$ cat config.mk
export PLATFORM = sky130hd
export DESIGN_NAME = boot_load_ctrl_flat
export DESIGN_NICKNAME = d
export VERILOG_FILES = /design/src/rtl/boot_load_ctrl_pkg.sv /design/src/rtl/boot_load_ctrl_if.sv /design/src/rtl/boot_load_ctrl_byte_packer.sv /design/src/rtl/boot_load_ctrl.sv /design/src/flat_wrapper.sv
export SDC_FILE = /design/constraint.sdc
export NUM_CORES = 1
export LEC_CHECK = 0
export BUFFER_PORTS_ARGS = -buffer_cell sky130_fd_sc_hd__buf_4
export CAP_MARGIN = 20
export CORE_MARGIN = 8
export CORE_UTILIZATION = 57
export CTS_CLUSTER_SIZE = 20
export DETAILED_ROUTE_END_ITERATION = 10
export GPL_ROUTABILITY_DRIVEN = 1
export PLACE_DENSITY = 0.85
export SYNTH_ARGS = -nofsm -noshare
export SYNTH_HDL_FRONTEND = slang
export SYNTH_SLANG_ARGS = --single-unit
export TNS_END_PERCENT = 10
$ cat constraint.sdc
create_clock -name clk -period 5.8 [get_ports clk]
set_input_delay 1.45 -clock clk [delete_from_list [all_inputs] [get_ports clk]]
set_output_delay 1.45 -clock clk [all_outputs]
set_load 0.02 [all_outputs]
$ cat src/rtl/boot_load_ctrl_pkg.sv
// Shared types and constants for the boot loader: FSM state encoding,
// word geometry and default sizing.
package boot_load_pkg;
  typedef enum logic [2:0] {IDLE, RECV, WRITE, DRAIN, RUN, ERR} state_t;

  localparam int          WORD_BYTES      = 4;
  localparam logic [31:0] DEF_BASE_ADDR   = 32'h0;
  localparam int          DEF_MAX_WORDS   = 256;
  localparam int          DEF_RELEASE_DLY = 2;
endpackage

$ cat src/rtl/boot_load_ctrl_if.sv
// Byte-stream input channel plus main-memory write port of the boot loader.
interface boot_load_ctrl_if;
  logic        byte_valid;
  logic [7:0]  byte_data;
  logic        byte_ready;
  logic        mem_we;
  logic [31:0] mem_addr;
  logic [31:0] mem_wdata;

  modport master (output byte_valid, byte_data,
                  input  byte_ready, mem_we, mem_addr, mem_wdata);
  modport slave  (input  byte_valid, byte_data,
                  output byte_ready, mem_we, mem_addr, mem_wdata);
endinterface

$ cat src/rtl/boot_load_ctrl_byte_packer.sv
// Big-endian byte-to-word assembler: first byte of a word lands in [31:24].
module byte_packer
  import boot_load_pkg::*;
(
  input  logic        clk,
  input  logic        reset,
  input  logic        clr,
  input  logic        accept,
  input  logic [7:0]  data,
  output logic [31:0] word,
  output logic        word_valid
);
  logic [1:0] cnt;

  always_ff @(posedge clk) begin
    if (!reset || clr) begin
      cnt  <= '0;
      word <= '0;
    end else if (accept) begin
      cnt  <= cnt + 2'd1;
      word <= {word[23:0], data};
    end
  end

  // High in the cycle the final byte of a word is taken.
  assign word_valid = accept && (cnt == 2'(WORD_BYTES - 1));
endmodule

$ cat src/rtl/boot_load_ctrl.sv
// Boot sequencer: holds the core in reset, streams the image into memory
// word by word, then releases core reset after a fixed drain delay.
module boot_load_ctrl
  import boot_load_pkg::*;
#(
  parameter logic [31:0] BASE_ADDR   = DEF_BASE_ADDR,
  parameter int          MAX_WORDS   = DEF_MAX_WORDS,
  parameter int          RELEASE_DLY = DEF_RELEASE_DLY
) (
  input  logic             clk,
  input  logic             reset,
  input  logic             start,
  input  logic [15:0]      load_len,
  boot_load_ctrl_if.slave  bus,
  output logic             mem_en,
  output logic             core_reset,
  output logic             busy,
  output logic             done,
  output logic             error
);
  localparam logic [15:0] DLY_LAST = 16'(RELEASE_DLY - 1);

  state_t      state, nxt;
  logic [15:0] len, word_idx, dcnt;
  logic        len_ok, clr, rdy, we, accept, word_valid;
  logic [31:0] word;

  assign len_ok = (load_len != 16'd0) && ({16'd0, load_len} <= 32'(MAX_WORDS));
  assign accept = bus.byte_valid && rdy;

  byte_packer u_packer (
    .clk        (clk),
    .reset      (reset),
    .clr        (clr),
    .accept     (accept),
    .data       (bus.byte_data),
    .word       (word),
    .word_valid (word_valid)
  );

  always_ff @(posedge clk) begin
    if (!reset) begin
      state    <= IDLE;
      len      <= '0;
      word_idx <= '0;
      dcnt     <= '0;
    end else begin
      state <= nxt;
      if (clr) begin
        len      <= load_len;
        word_idx <= '0;
      end else if (state == WRITE) begin
        word_idx <= word_idx + 16'd1;
      end
      dcnt <= (state == DRAIN) ? dcnt + 16'd1 : '0;
    end
  end

  always_comb begin
    nxt        = state;
    clr        = 1'b0;
    rdy        = 1'b0;
    we         = 1'b0;
    core_reset = 1'b1;
    busy       = 1'b0;
    done       = 1'b0;
    error      = 1'b0;
    unique case (state)
      IDLE, ERR: begin
        error = (state == ERR);
        // Once busy, start is ignored because only these states look at it.
        if (start) begin
          if (len_ok) begin
            nxt = RECV;
            clr = 1'b1;
          end else begin
            nxt = ERR;
          end
        end
      end
      RECV: begin
        rdy  = 1'b1;
        busy = 1'b1;
        if (word_valid) nxt = WRITE;
      end
      WRITE: begin
        we   = 1'b1;
        busy = 1'b1;
        nxt  = ((word_idx + 16'd1) == len) ? DRAIN : RECV;
      end
      DRAIN: begin
        busy = 1'b1;
        if (dcnt == DLY_LAST) nxt = RUN;
      end
      RUN: begin
        core_reset = 1'b0;
        done       = 1'b1;
      end
      default: nxt = IDLE;
    endcase
  end

  assign bus.byte_ready = rdy;
  assign bus.mem_we     = we;
  assign bus.mem_addr   = BASE_ADDR + {14'd0, word_idx, 2'b00};
  assign bus.mem_wdata  = word;
  assign mem_en         = 1'b1;
endmodule

$ cat src/flat_wrapper.sv
// flat-port wrapper written by rule: the top's interface ports become plain ports
module boot_load_ctrl_flat import boot_load_pkg::*;
#(
  parameter logic [31:0] BASE_ADDR   = DEF_BASE_ADDR,
  parameter int          MAX_WORDS   = DEF_MAX_WORDS,
  parameter int          RELEASE_DLY = DEF_RELEASE_DLY
)
  (clk, reset, start, load_len, mem_en, core_reset, busy, done, error, bus_byte_valid, bus_byte_data, bus_byte_ready, bus_mem_we, bus_mem_addr, bus_mem_wdata);
  boot_load_ctrl_if bus_i ();
  input  logic clk;
  input  logic reset;
  input  logic start;
  input  logic [15:0] load_len;
  output logic mem_en;
  output logic core_reset;
  output logic busy;
  output logic done;
  output logic error;
  input wire logic [$bits(bus_i.byte_valid)-1:0] bus_byte_valid;
  input wire logic [$bits(bus_i.byte_data)-1:0] bus_byte_data;
  output wire logic [$bits(bus_i.byte_ready)-1:0] bus_byte_ready;
  output wire logic [$bits(bus_i.mem_we)-1:0] bus_mem_we;
  output wire logic [$bits(bus_i.mem_addr)-1:0] bus_mem_addr;
  output wire logic [$bits(bus_i.mem_wdata)-1:0] bus_mem_wdata;
  assign bus_i.byte_valid = bus_byte_valid;
  assign bus_i.byte_data = bus_byte_data;
  assign bus_byte_ready = bus_i.byte_ready;
  assign bus_mem_we = bus_i.mem_we;
  assign bus_mem_addr = bus_i.mem_addr;
  assign bus_mem_wdata = bus_i.mem_wdata;
  boot_load_ctrl #(.BASE_ADDR(BASE_ADDR), .MAX_WORDS(MAX_WORDS), .RELEASE_DLY(RELEASE_DLY)) u_core (.clk(clk), .reset(reset), .start(start), .load_len(load_len), .bus(bus_i), .mem_en(mem_en), .core_reset(core_reset), .busy(busy), .done(done), .error(error));
endmodule
==> results of run 1 <==
## cell usage after synthesis (2+ instances only)
cell type / number / area (um2)
o211ai_1: 2 / 15.0
nor3_1: 8 / 40.0
buf_2: 8 / 40.0
nand3_1: 18 / 90.1
conb_1: 2 / 7.51
o21ai_0: 9 / 45.0
dfxtp_1: 85 / 1700
nor2_1: 48 / 180
nand2_1: 84 / 315
mux2i_1: 10 / 100
nand4_1: 11 / 68.8
xnor2_1: 24 / 210
clkbuf_1: 7 / 26.3
buf_4: 24 / 180
xor2_1: 25 / 219
inv_1: 8 / 30.0
nor4_1: 6 / 37.5
a21oi_1: 41 / 205
or3_1: 3 / 18.8
nand4_4: 2 / 42.5
ha_1: 4 / 50.1
and3_1: 11 / 68.8
or4b_1: 2 / 20.0
nor2b_1: 13 / 81.3
## worst max-delay path, cell delays in order
cell and delay, ns:
buf_4 0.11, or4_4 0.53, nor4_4 0.24, nand4_4 0.31, nand2_2 0.82, nor2_1 0.13
## through the flow
stage                     worst slack (ns)  instance area (um2)  hold WS [ns]  total power, uW  cells
after floorplan                       2.94                 4060         0.439              657    495
after global placement                2.08                 4540         0.444              675    632
after detailed placement              2.04                 4540         0.450              676    632
after CTS                             2.39                 4720         0.461             1060    648
after global routing                  2.18                 4750         0.480             1090    649
final                                 2.40                 4750         0.461             1050    649
## kinds of logic (layout without fill, tap and decap cells)
| logic type | after synthesis | in the layout | share of synthesized area, % |
|---|---|---|---|
| AOI/OAI and AO/OA | 62 | 62 | 8.62 |
| xor gates and xnor gates | 49 | 49 | 10.7 |
| adders and majority gates | 4 | 4 | 1.25 |
| buffers and inverters | 49 | 107 | 7.28 |
| DFF | 85 | 85 | 42.5 |
| muxes | 10 | 10 | 2.50 |
| other | 2 | 17 | 0.187 |
| and+or+nand+nor | 219 | 219 | 27.0 |
## report_power, final
part	total (uW)	switching (uW)	internal (uW)
combinational	73.0	45.0	28.0
clock	388	208	181
sequential	592	5.14	587
total	1050	258	795
## per-layer routing
| layer | share of wire (%) | vias up | wire (um) |
|---|---|---|---|
| li1 | - | 1711 | - |
| met1 | 41 | 1591 | 3780 |
| met2 | 51 | 103 | 4740 |
| met3 | 6.9 | 17 | 643 |
| met4 | 1.6 | 0 | 153 |
| met5 | 0 | - | 0 |
## state kept, by name (all words and copies together) (netlist names)
| name | cells |
|---|---|
| u_core.len | 16 |
| u_core.dcnt | 16 |
| u_core.word_idx | 16 |
| u_core.u_packer.cnt | 2 |
| u_core.u_packer.word | 32 |
| u_core.state | 3 |
## layout make-up
| cell class | instances | area [um2] | area share, % |
|---|---|---|---|
| Clock buffer | 12 | 155 | 3.26 |
| Inverter | 8 | 30.0 | 0.632 |
| Clock inverter | 4 | 32.5 | 0.685 |
| Multi-Input combinational cell | 361 | 2070 | 43.5 |
| Timing Repair Buffer | 83 | 643 | 13.5 |
| Tap cell | 96 | 120 | 2.53 |
| Sequential cell | 85 | 1700 | 35.8 |
## worst paths after layout
check | start | depth (start not counted) | slack (ns) | end
hold reg to reg | u_core.u_packer.word[30] | 2 | 0.46 | u_core.u_packer.word[30]
hold / removal | u_core.u_packer.word[30] | 2 | 0.46 | u_core.u_packer.word[30]
setup reg to reg | u_core.state[2] | 5 | 3.34 | u_core.word_idx[9]
setup / recovery | load_len[9] | 6 | 2.40 | u_core.word_idx[9]
==> out/results.tsv, run 1 <==
stage	metric	value	unit
logic_synthesis	avgSynthCellArea	8.35	um2
layout	num_antenna_cells	0	
layout	nFillCells	537	
die	start_util	59.0	%
die	dieArea	9970	um2
clocking	htreeDepth	3	
hold_path	hp-class	register to register	
critical_path	crit_type	input port to register	
place	io_buffers	81	
detailed_routing	vias_per_cell	5.27	
layout	final_nets	580	
clocking	clockBufferDepth	2	
critical_path	cp.arrival	3.60	ns
timing	rsz0062_at_grt	no	
timing	final.setup.tns	0	ns
timing	drv_slew	0	
run_status	status	finished, final reports clean	
power_and_ir_drop	power_density	222	nW/um2
flow_run	cap_viol_max_count	0	
layout	layout_commonest_cell	dfxtp_1	
timing	finClkSkew	0.0156	ns
global_routing	grt_use_met3	6.23	%
clocking	clk_pin_slew	0.08	ns
global_routing	grt_pass1_vias	3329	
timing	worst_slew_pin_slew	1.05	ns
global_routing	grtUsageMet2	32.1	%
global_routing	grt_most_used_layer	met2	
timing	max_freq	294	MHz
clocking	cts_sinks	85	
global_routing	antenna_found_initial	0	
die	boundaryPins	99	
global_routing	grt-ovfl-total	0	
critical_path	worstPathMaxFanout	52	
layout	areaGrowthSynthToFinish	18.6	%
clocking	root_buffer	clkbuf_8	
timing	relSlewSlack	29.8	%
global_routing	grt_use_met1	20.4	%
timing	finalCriticalPeriod	3.40	ns
logic_synthesis	synth_cell_types	49	
detailed_routing	ant_nets	0	
logic_synthesis	async_reset_ff_share	0	%
die	die_width	99.8	um
logic_synthesis	yosysWarnings	0	
power_and_ir_drop	leakagePower	0.00192	uW
layout	utilization	69.9	%
logic_synthesis	synth_area	4010	um2
clocking	cts_hold_buf	0	
clocking	post_cts_buffers	0	
critical_path	crit_path_end_kind	register	
die	core-area	6790	um2
detailed_routing	vias	3422	
detailed_routing	dr.pass1.iters	7	
global_routing	grt_pass1_wl	15000	um
detailed_routing	drcViolationCount	0	
detailed_routing	routed_wl	9320	um
clocking	cts_tree	done	
critical_path	worstPathRequired	6.00	ns
timing	finalCritPeriodShare	58.6	%
logic_synthesis	yosys_register_bits	85	
global_routing	grt_start_max_net_pins	53	
die	die_h	99.8	um
detailed_routing	wl_per_cell	14.4	um
logic_synthesis	syn_inst	480	
clocking	cts_buffers	9	
critical_path	worstSetupStartpointType	input port	
place	hpwlAfterDp	6700	um
logic_synthesis	synth_edf_count	0	
place	routabilityCongestion	0.874	
layout	layout_common_cells	dfxtp_1 (85), nand2_1 (84), buf_4 (82)	
logic_synthesis	synth_ff_type	dfxtp_1	
logic_synthesis	ys_seq_area_share	42.5	%
clocking	cts-resized-gates	0	
layout	drive_gt1_share	19.2	%
timing	final-setup-viol-count	0	
global_routing	grt_usage	18.4	%
power_and_ir_drop	ir_drop	0.221	mV
detailed_routing	drt_iter0_drc	201	
timing	hold_viol_final	0	
clocking	clkLatencyLatePin	0.35	ns
die	rows	30	
No activity file was read; power rests on OpenSTA's default activity.
==> run 2: changes to the inputs <==
--- a/config.mk
+++ b/config.mk
@@ -5,14 +5,15 @@
 export SDC_FILE = /design/constraint.sdc
 export NUM_CORES = 1
 export LEC_CHECK = 0
+export ABC_AREA = 1
 export BUFFER_PORTS_ARGS = -buffer_cell sky130_fd_sc_hd__buf_4
 export CAP_MARGIN = 20
 export CORE_MARGIN = 8
-export CORE_UTILIZATION = 57
+export CORE_UTILIZATION = 54
 export CTS_CLUSTER_SIZE = 20
 export DETAILED_ROUTE_END_ITERATION = 10
 export GPL_ROUTABILITY_DRIVEN = 1
-export PLACE_DENSITY = 0.85
+export PLACE_DENSITY = 0.8
 export SYNTH_ARGS = -nofsm -noshare
 export SYNTH_HDL_FRONTEND = slang
 export SYNTH_SLANG_ARGS = --single-unit
==> constraint.sdc (replaced) <==
create_clock -name clk -period 3.2 [get_ports clk]
set_input_delay 0.8 -clock clk [delete_from_list [all_inputs] [get_ports clk]]
set_output_delay 0.8 -clock clk [all_outputs]
set_load 0.02 [all_outputs]
==> run 2 against run 1 <==
Against the previous run:
- sequential power up 91%
- flip-flop and latch count unchanged
- die area up 7.7%
- power grew 120%
- clock power is 100% higher
- combinational power increased to 6.2 times the previous value
- area after synthesis up 3.4%
- worst hold slack better by 0.0086 ns
- utilization is 4.4 points lower
- critical path depth decreased by 2
- via count increased by 18%
- critical endpoint is now bus_byte_ready
- largest cell class unchanged
- largest power group unchanged
==> out/results.tsv, run 2 <==
stage	metric	value	unit	change
logic_synthesis	synth-xor-area-share	2.02	%	was 10.7%
logic_synthesis	yosys.area.top_type_share	41.1	%	was 42.5%
logic_synthesis	syn_inst	598		was 480
die	rows	32		was 30
timing	relSlewSlack	65.3	%	was 29.8%
layout	areaGrowthSynthToFinish	19.7	%	was 18.6%
hold_path	hold_depth	2		unchanged
clocking	htreeDepth	3		unchanged
power_and_ir_drop	p_sw	754	uW	was 258 uW
detailed_routing	drcViolationCount	0		unchanged
timing	final.setup.tns	0	ns	unchanged
clocking	cts_hold_buf	0		unchanged
logic_synthesis	ys_seq_area_share	41.1	%	was 42.5%
power_and_ir_drop	leakagePower	0.00200	uW	was 0.00192 uW
place	dpl-instance-area	4750	um2	was 4540 um2
layout	num_antenna_cells	0		unchanged
power_and_ir_drop	power_density	476	nW/um2	was 222 nW/um2
layout	largest_reg_flops	32		unchanged
critical_path	crit_type	register to primary output		was input port to register
clocking	clk_pin_slew	0.09	ns	was 0.08 ns
layout	stdcell_area	4960	um2	was 4750 um2
detailed_routing	vias	4027		was 3422
run_status	status	finished, final reports clean		unchanged
detailed_routing	routed_wl	10100	um	was 9320 um
critical_path	worstPathRequired	2.40	ns	was 6.00 ns
die	die_width	104	um	was 99.8 um
die	core-area	7570	um2	was 6790 um2
logic_synthesis	synthAdderAreaFrac	1.21	%	was 1.25%
place	routabilityCongestion	0.832		was 0.874
clocking	post_cts_buffers	0		unchanged
timing	finClkSkew	0.00911	ns	was 0.0156 ns
power_and_ir_drop	swShare	31.9	%	was 24.5%
power_and_ir_drop	internal_power	1610	uW	was 795 uW
layout	drive_gt1_share	17.7	%	was 19.2%
logic_synthesis	avgSynthCellArea	6.93	um2	was 8.35 um2
power_and_ir_drop	clockPowerShare	33.2	%	was 36.9%
logic_synthesis	synth_ff_type	dfxtp_1		unchanged
clocking	cts_sinks	85		unchanged
timing	rsz0062_at_grt	no		unchanged
die	dieArea	10700	um2	was 9970 um2
critical_path	r2r_cells	12		was 5
global_routing	grt_start_max_net_pins	51		was 53
clocking	cts_tree	done		unchanged
global_routing	grt_pass1_vias	3959		was 3329
layout	top_register	u_core.u_packer.word		unchanged
timing	hold_viol_final	0		unchanged
global_routing	grt-ovfl-total	0		unchanged
timing	finalCriticalPeriod	2.51	ns	
logic_synthesis	synth_top_family_by_area	simple AND/OR/NAND/NOR gates		unchanged
timing	finalCritPeriodShare	78.4	%	
die	start_util	54.8	%	was 59.0%
timing	final-setup-viol-count	0		unchanged
detailed_routing	drt_iter0_drc	203		was 201
critical_path	crit_path_end_kind	primary output		was register
critical_path	worstSetupStartpointType	register		was input port
detailed_routing	ant_nets	0		unchanged
logic_synthesis	synth_cell_types	33		was 49
die	boundaryPins	99		unchanged
logic_synthesis	synth_edf_count	0		unchanged
logic_synthesis	yosysWarnings	0		unchanged
timing	timing.hold.ws	0.469	ns	was 0.461 ns
timing	max_freq	399	MHz	
global_routing	grt_pass1_wl	17500	um	was 15000 um
detailed_routing	wl_per_cell	12.9	um	was 14.4 um
logic_synthesis	synth_mux_area_share	0	%	was 2.50%
clocking	cts-resized-gates	0		unchanged
hold_path	hp-class	register to register		unchanged
power_and_ir_drop	seqPwrFrac	47.7	%	was 56.2%
logic_synthesis	synthSimpleGateAreaFrac	33.5	%	was 27.0%
logic_synthesis	synth_area	4140	um2	was 4010 um2
logic_synthesis	synth_common_cells	nand2_1 (150), dfxtp_1 (85), nand3_1 (76), a21oi_1 (72), inv_1 (55)		was dfxtp_1 (85), nand2_1 (84), nor2_1 (48), a21oi_1 (41), xor2_1 (25)
critical_path	worstPathMaxFanout	26		was 52
timing	worst_slew_pin_slew	0.518	ns	was 1.05 ns
place	place_inst	763		was 632
power_and_ir_drop	combPwrFrac	19.1	%	was 6.9%
detailed_routing	vias_per_cell	5.17		was 5.27
die	die_h	104	um	was 99.8 um
timing	setup_slack	0.692	ns	was 2.40 ns
detailed_routing	dr.pass1.iters	5		was 7
layout	layout_commonest_cell	nand2_1		was dfxtp_1
logic_synthesis	async_reset_ff_share	0	%	unchanged
timing	drv_slew	0		unchanged
place	hpwlAfterDp	7520	um	was 6700 um
logic_synthesis	synth_compound_area_share	11.7	%	was 8.62%
logic_synthesis	yosys_register_bits	85		unchanged
clocking	root_buffer	clkbuf_8		unchanged
critical_path	cp.arrival	1.71	ns	was 3.60 ns
place	pre_cts_ws	0.914	ns	was 2.04 ns
layout	stdcell_count	779		was 649
power_and_ir_drop	ir_drop	0.461	mV	was 0.221 mV
logic_synthesis	yosys.area.top_type	dfxtp_1		unchanged
flow_run	cap_viol_max_count	0		unchanged
logic_synthesis	post-synth-top-count-cell	nand2_1		was dfxtp_1
place	io_buffers	81		unchanged
clocking	clkLatencyLatePin	0.36	ns	was 0.35 ns
global_routing	grt_usage	19.0	%	was 18.4%
global_routing	antenna_found_initial	0		unchanged
layout	layout_common_cells	nand2_1 (150), buf_4 (85), dfxtp_1 (85)		was dfxtp_1 (85), nand2_1 (84), buf_4 (82)
layout	final_nets	704		was 580
logic_synthesis	synth_area_leaders	dfxtp_1 (41%), nand2_1 (14%), nand3_1 (9.2%)		was dfxtp_1 (42%), nand2_1 (7.9%), xor2_1 (5.5%)
clocking	cts_buffers	9		unchanged
clocking	clockBufferDepth	2		unchanged
-- run 2: cells by family (layout without fill, tap and decap cells) --
group	Yosys count	after routing
AND/OR/NAND/NOR	309	309
AO/OA/AOI/OAI	95	95
adder cells (fa/ha/maj)	4	4
other	2	17
flip-flops	85	85
XOR/XNOR	8	8
buffers and inverters	95	159
-- run 2: critical path: stages, from the launching register on --
cell     delay, ns
dfxtp_1       0.47
nand2_2       0.13
nor2_4        0.23
buf_4         0.32
buf_4         0.19
-- run 2: routing by layer --
layer  track usage (%)  wire length, um  vias to the layer above
met4              8.29              167                        0
met5                 0                0                        -
met2              33.5             5080                      128
met1              21.3             4170                     1815
met3              4.21              644                       15
li1                  -                -                     2069
-- run 2: final timing paths --
check                      from  slack (ns)         endpoint
max             u_core.state[0]        0.69   bus_byte_ready
min               u_core.len[9]        0.47    u_core.len[9]
max reg2reg  u_core.word_idx[0]        1.09  u_core.state[1]
min reg2reg       u_core.len[9]        0.47    u_core.len[9]
-- run 2: area by class of cell --
type / count / area [um2]
clock buffers: 9 / 124
clock inverters: 7 / 80.1
fillers: 683 / 2610
inverters: 58 / 218
multi-input cells: 433 / 2070
flip-flops and latches: 85 / 1700
well taps: 102 / 128
repair buffers: 85 / 638
-- run 2: power by group through the flow --
stage	logic [uW]	clock network [uW]	registers [uW]
floorplan	300	0	1160
global placement	443	0	1150
detailed placement	451	0	1150
CTS	452	794	1130
global route	494	841	1130
finish	452	784	1130
-- run 2: metrics by stage --
stage / util [%] / total power (uW)
after floorplan: - / 1460
after CTS: 65.5 / 2370
after global placement: 62.8 / 1590
after detailed placement: 62.8 / 1600
after global routing: 65.5 / 2470
final: 65.5 / 2360
==> run 3: changes to the inputs <==
--- a/config.mk
+++ b/config.mk
@@ -5,15 +5,15 @@
 export SDC_FILE = /design/constraint.sdc
 export NUM_CORES = 1
 export LEC_CHECK = 0
-export ABC_AREA = 1
+export ABC_AREA = 0
 export BUFFER_PORTS_ARGS = -buffer_cell sky130_fd_sc_hd__buf_4
 export CAP_MARGIN = 20
 export CORE_MARGIN = 8
-export CORE_UTILIZATION = 54
+export CORE_UTILIZATION = 53
 export CTS_CLUSTER_SIZE = 20
 export DETAILED_ROUTE_END_ITERATION = 10
 export GPL_ROUTABILITY_DRIVEN = 1
-export PLACE_DENSITY = 0.8
+export PLACE_DENSITY = 0.79
 export SYNTH_ARGS = -nofsm -noshare
 export SYNTH_HDL_FRONTEND = slang
 export SYNTH_SLANG_ARGS = --single-unit
==> constraint.sdc (replaced) <==
create_clock -name clk -period 2.5 [get_ports clk]
set_input_delay 0.625 -clock clk [delete_from_list [all_inputs] [get_ports clk]]
set_output_delay 0.625 -clock clk [all_outputs]
set_load 0.02 [all_outputs]
==> run 3 against run 2 <==
Against the previous run:
- worst hold slack lost 0.010 ns
- design area shrank 2.3%
- first-iteration DRC count shrank 22%
- via count shrank 15%
- clock power grew 28%
- flip-flop and latch count is the same
- critical path depth shrank 1
- cell count shrank 15%
- largest cell class unchanged
- critical endpoint is now bus_mem_we
- global-route usage shrank 1.4 points
- clock-buffer cell count is the same
- register-to-register slack lost 0.63 ns
==> out/results.tsv, run 3 (synthesis gave the netlist of run 1 again) <==
stage	metric	value	unit	change
critical_path	worstSetupStartpointType	register		unchanged
timing	finClkSkew	0.0128	ns	was 0.00911 ns
power_and_ir_drop	seqPwrFrac	54.0	%	was 47.7%
die	core-area	7290	um2	was 7570 um2
power_and_ir_drop	clockPowerShare	39.3	%	was 33.2%
clocking	root_buffer	clkbuf_8		unchanged
layout	layout_common_cells	buf_4 (90), dfxtp_1 (85), nand2_1 (84)		was nand2_1 (150), buf_4 (85), dfxtp_1 (85)
layout	largest_reg_flops	32		unchanged
place	routabilityCongestion	0.875		was 0.832
timing	final.setup.tns	0	ns	unchanged
detailed_routing	vias	3419		was 4027
timing	max_freq	437	MHz	
clocking	clockBufferDepth	2		unchanged
detailed_routing	routed_wl	9260	um	was 10100 um
critical_path	reg2reg_setup_slack	0.46	ns	was 1.09 ns
clocking	clk_pin_slew	0.09	ns	about the same
layout	layout_commonest_cell	buf_4		was nand2_1
clocking	htreeDepth	3		unchanged
critical_path	reg2reg_from	u_core.word_idx[3]		was u_core.word_idx[0]
critical_path	crit_start	u_core.state[1]		was u_core.state[0]
global_routing	antenna_found_initial	0		unchanged
timing	timing.hold.ws	0.459	ns	was 0.469 ns
power_and_ir_drop	combPwrFrac	6.8	%	was 19.1%
timing	rsz0062_at_grt	no		unchanged
critical_path	cp.arrival	1.67	ns	was 1.71 ns
flow_run	cap_viol_max_count	0		unchanged
timing	worst_slew_pin_slew	0.613	ns	was 0.518 ns
timing	relSlewSlack	59.0	%	was 65.3%
layout	stdcell_area	4840	um2	was 4960 um2
power_and_ir_drop	p_sw	639	uW	was 754 uW
layout	num_antenna_cells	0		unchanged
die	start_util	54.9	%	was 54.8%
hold_path	hp-class	register to register		unchanged
die	die_width	103	um	was 104 um
timing	hold_viol_final	0		unchanged
critical_path	endpoint	bus_mem_we		was bus_byte_ready
die	die_h	103	um	was 104 um
place	io_buffers	81		unchanged
global_routing	grt-ovfl-total	0		unchanged
power_and_ir_drop	power_density	526	nW/um2	was 476 nW/um2
critical_path	crit_type	register to primary output		unchanged
layout	utilization	66.4	%	was 65.5%
die	rows	31		was 32
global_routing	grt_start_max_net_pins	44		was 51
global_routing	grt_usage	17.6	%	was 19.0%
place	dpl-instance-area	4640	um2	was 4750 um2
critical_path	r2r_cells	6		was 12
clocking	cts_tree	done		unchanged
detailed_routing	drcViolationCount	0		unchanged
timing	drv_slew	0		unchanged
detailed_routing	drt_iter0_drc	158		was 203
power_and_ir_drop	internal_power	1910	uW	was 1610 uW
clocking	cts_sinks	85		unchanged
global_routing	grt_pass1_wl	14900	um	was 17500 um
critical_path	crit_path_end_kind	primary output		unchanged
power_and_ir_drop	ir_drop	0.396	mV	was 0.461 mV
die	dieArea	10600	um2	was 10700 um2
critical_path	worstPathMaxFanout	14		was 26
clocking	clkLatencyLatePin	0.36	ns	about the same
timing	final-setup-viol-count	0		unchanged
detailed_routing	dr.pass1.iters	6		was 5
layout	drive_gt1_share	20.6	%	was 17.7%
detailed_routing	ant_nets	0		unchanged
global_routing	grt_pass1_vias	3266		was 3959
critical_path	reg2reg_to	u_core.state[1]		unchanged
power_and_ir_drop	leakagePower	0.00198	uW	was 0.00200 uW
layout	final_nets	589		was 704
power_and_ir_drop	swShare	25.1	%	was 31.9%
clocking	cts-resized-gates	0		unchanged
clocking	cts_hold_buf	0		unchanged
die	boundaryPins	99		unchanged
clocking	post_cts_buffers	0		unchanged
layout	top_register	u_core.u_packer.word		unchanged
layout	areaGrowthSynthToFinish	20.9	%	was 19.7%
run_status	status	finished, final reports clean		unchanged
clocking	cts_buffers	9		unchanged
detailed_routing	wl_per_cell	14.0	um	was 12.9 um
critical_path	worstPathRequired	1.88	ns	was 2.40 ns
timing	finalCriticalPeriod	2.29	ns	
timing	finalCritPeriodShare	91.6	%	
place	hpwlAfterDp	6800	um	was 7520 um
detailed_routing	vias_per_cell	5.17		about the same
run 3: cell count changes in the layout (fill, tap and decap cells not counted), moves of 10 or more:
cell,before,now
xor2_1,4,25
o21ai_0,20,9
nor2b_1,0,13
mux2i_1,0,10
nand3_1,76,18
and3_1,0,11
inv_1,55,8
xnor2_1,3,24
a21oi_1,72,41
nand2_1,150,84
run 3: routing by layer:
layer  routed length, um  share of wire [%]  global-route usage, %  vias to the layer above
li1                    -                  -                      -                     1727
met1                3770                 41                   19.9                     1584
met2                4700                 51                   29.8                       98
met3                 677                7.3                   5.87                       10
met4                 119                1.3                   6.67                        0
met5                   0                  0                      0                        -
run 3: how the worst min path moves through the flow:
stage / to / depth (start not counted) / slack (ns) / from
5_1_grt: u_core.u_packer.word[29] / 2 / 0.49 / u_core.u_packer.word[29]
3_5_place_dp: u_core.u_packer.word[26] / 2 / 0.45 / u_core.u_packer.word[26]
2_1_floorplan: u_core.u_packer.cnt[1] / 2 / 0.44 / u_core.u_packer.cnt[1]
4_1_cts: u_core.u_packer.word[26] / 2 / 0.46 / u_core.u_packer.word[26]
3_3_place_gp: u_core.u_packer.word[29] / 2 / 0.44 / u_core.u_packer.word[29]
6_report: u_core.u_packer.word[26] / 2 / 0.46 / u_core.u_packer.word[26]
run 3: power by group through the flow:
stage,sequential [uW],clock [uW],combinational [uW]
after detailed placement,1410,0,172
after global placement,1400,0,171
after floorplan,1410,0,120
after CTS,1370,1020,173
after global routing,1380,1070,189
final,1370,1000,172
run 3: final cells by class:
cell class                      instances  area, um2
Sequential cell                        85       1700
Inverter                                8       30.0
Tap cell                               99        124
Clock buffer                            9        124
Clock inverter                          7       78.8
Fill cell                             630       2450
Multi-Input combinational cell        361       2070
Timing Repair Buffer                   92        716
run 3: stage by stage:
step,instances,total power [uW],setup WS [ns]
floorplan,495,1530,0.445
global placement,645,1580,0.301
detailed placement,645,1580,0.247
CTS,661,2570,0.201
global route,661,2640,0.0486
finish,661,2550,0.210
run 3: worst max-delay path, stage by stage (launching register included):
cell	delay, ns
dfxtp_1	0.56
nor3b_2	0.33
buf_4	0.25
buf_4	0.17
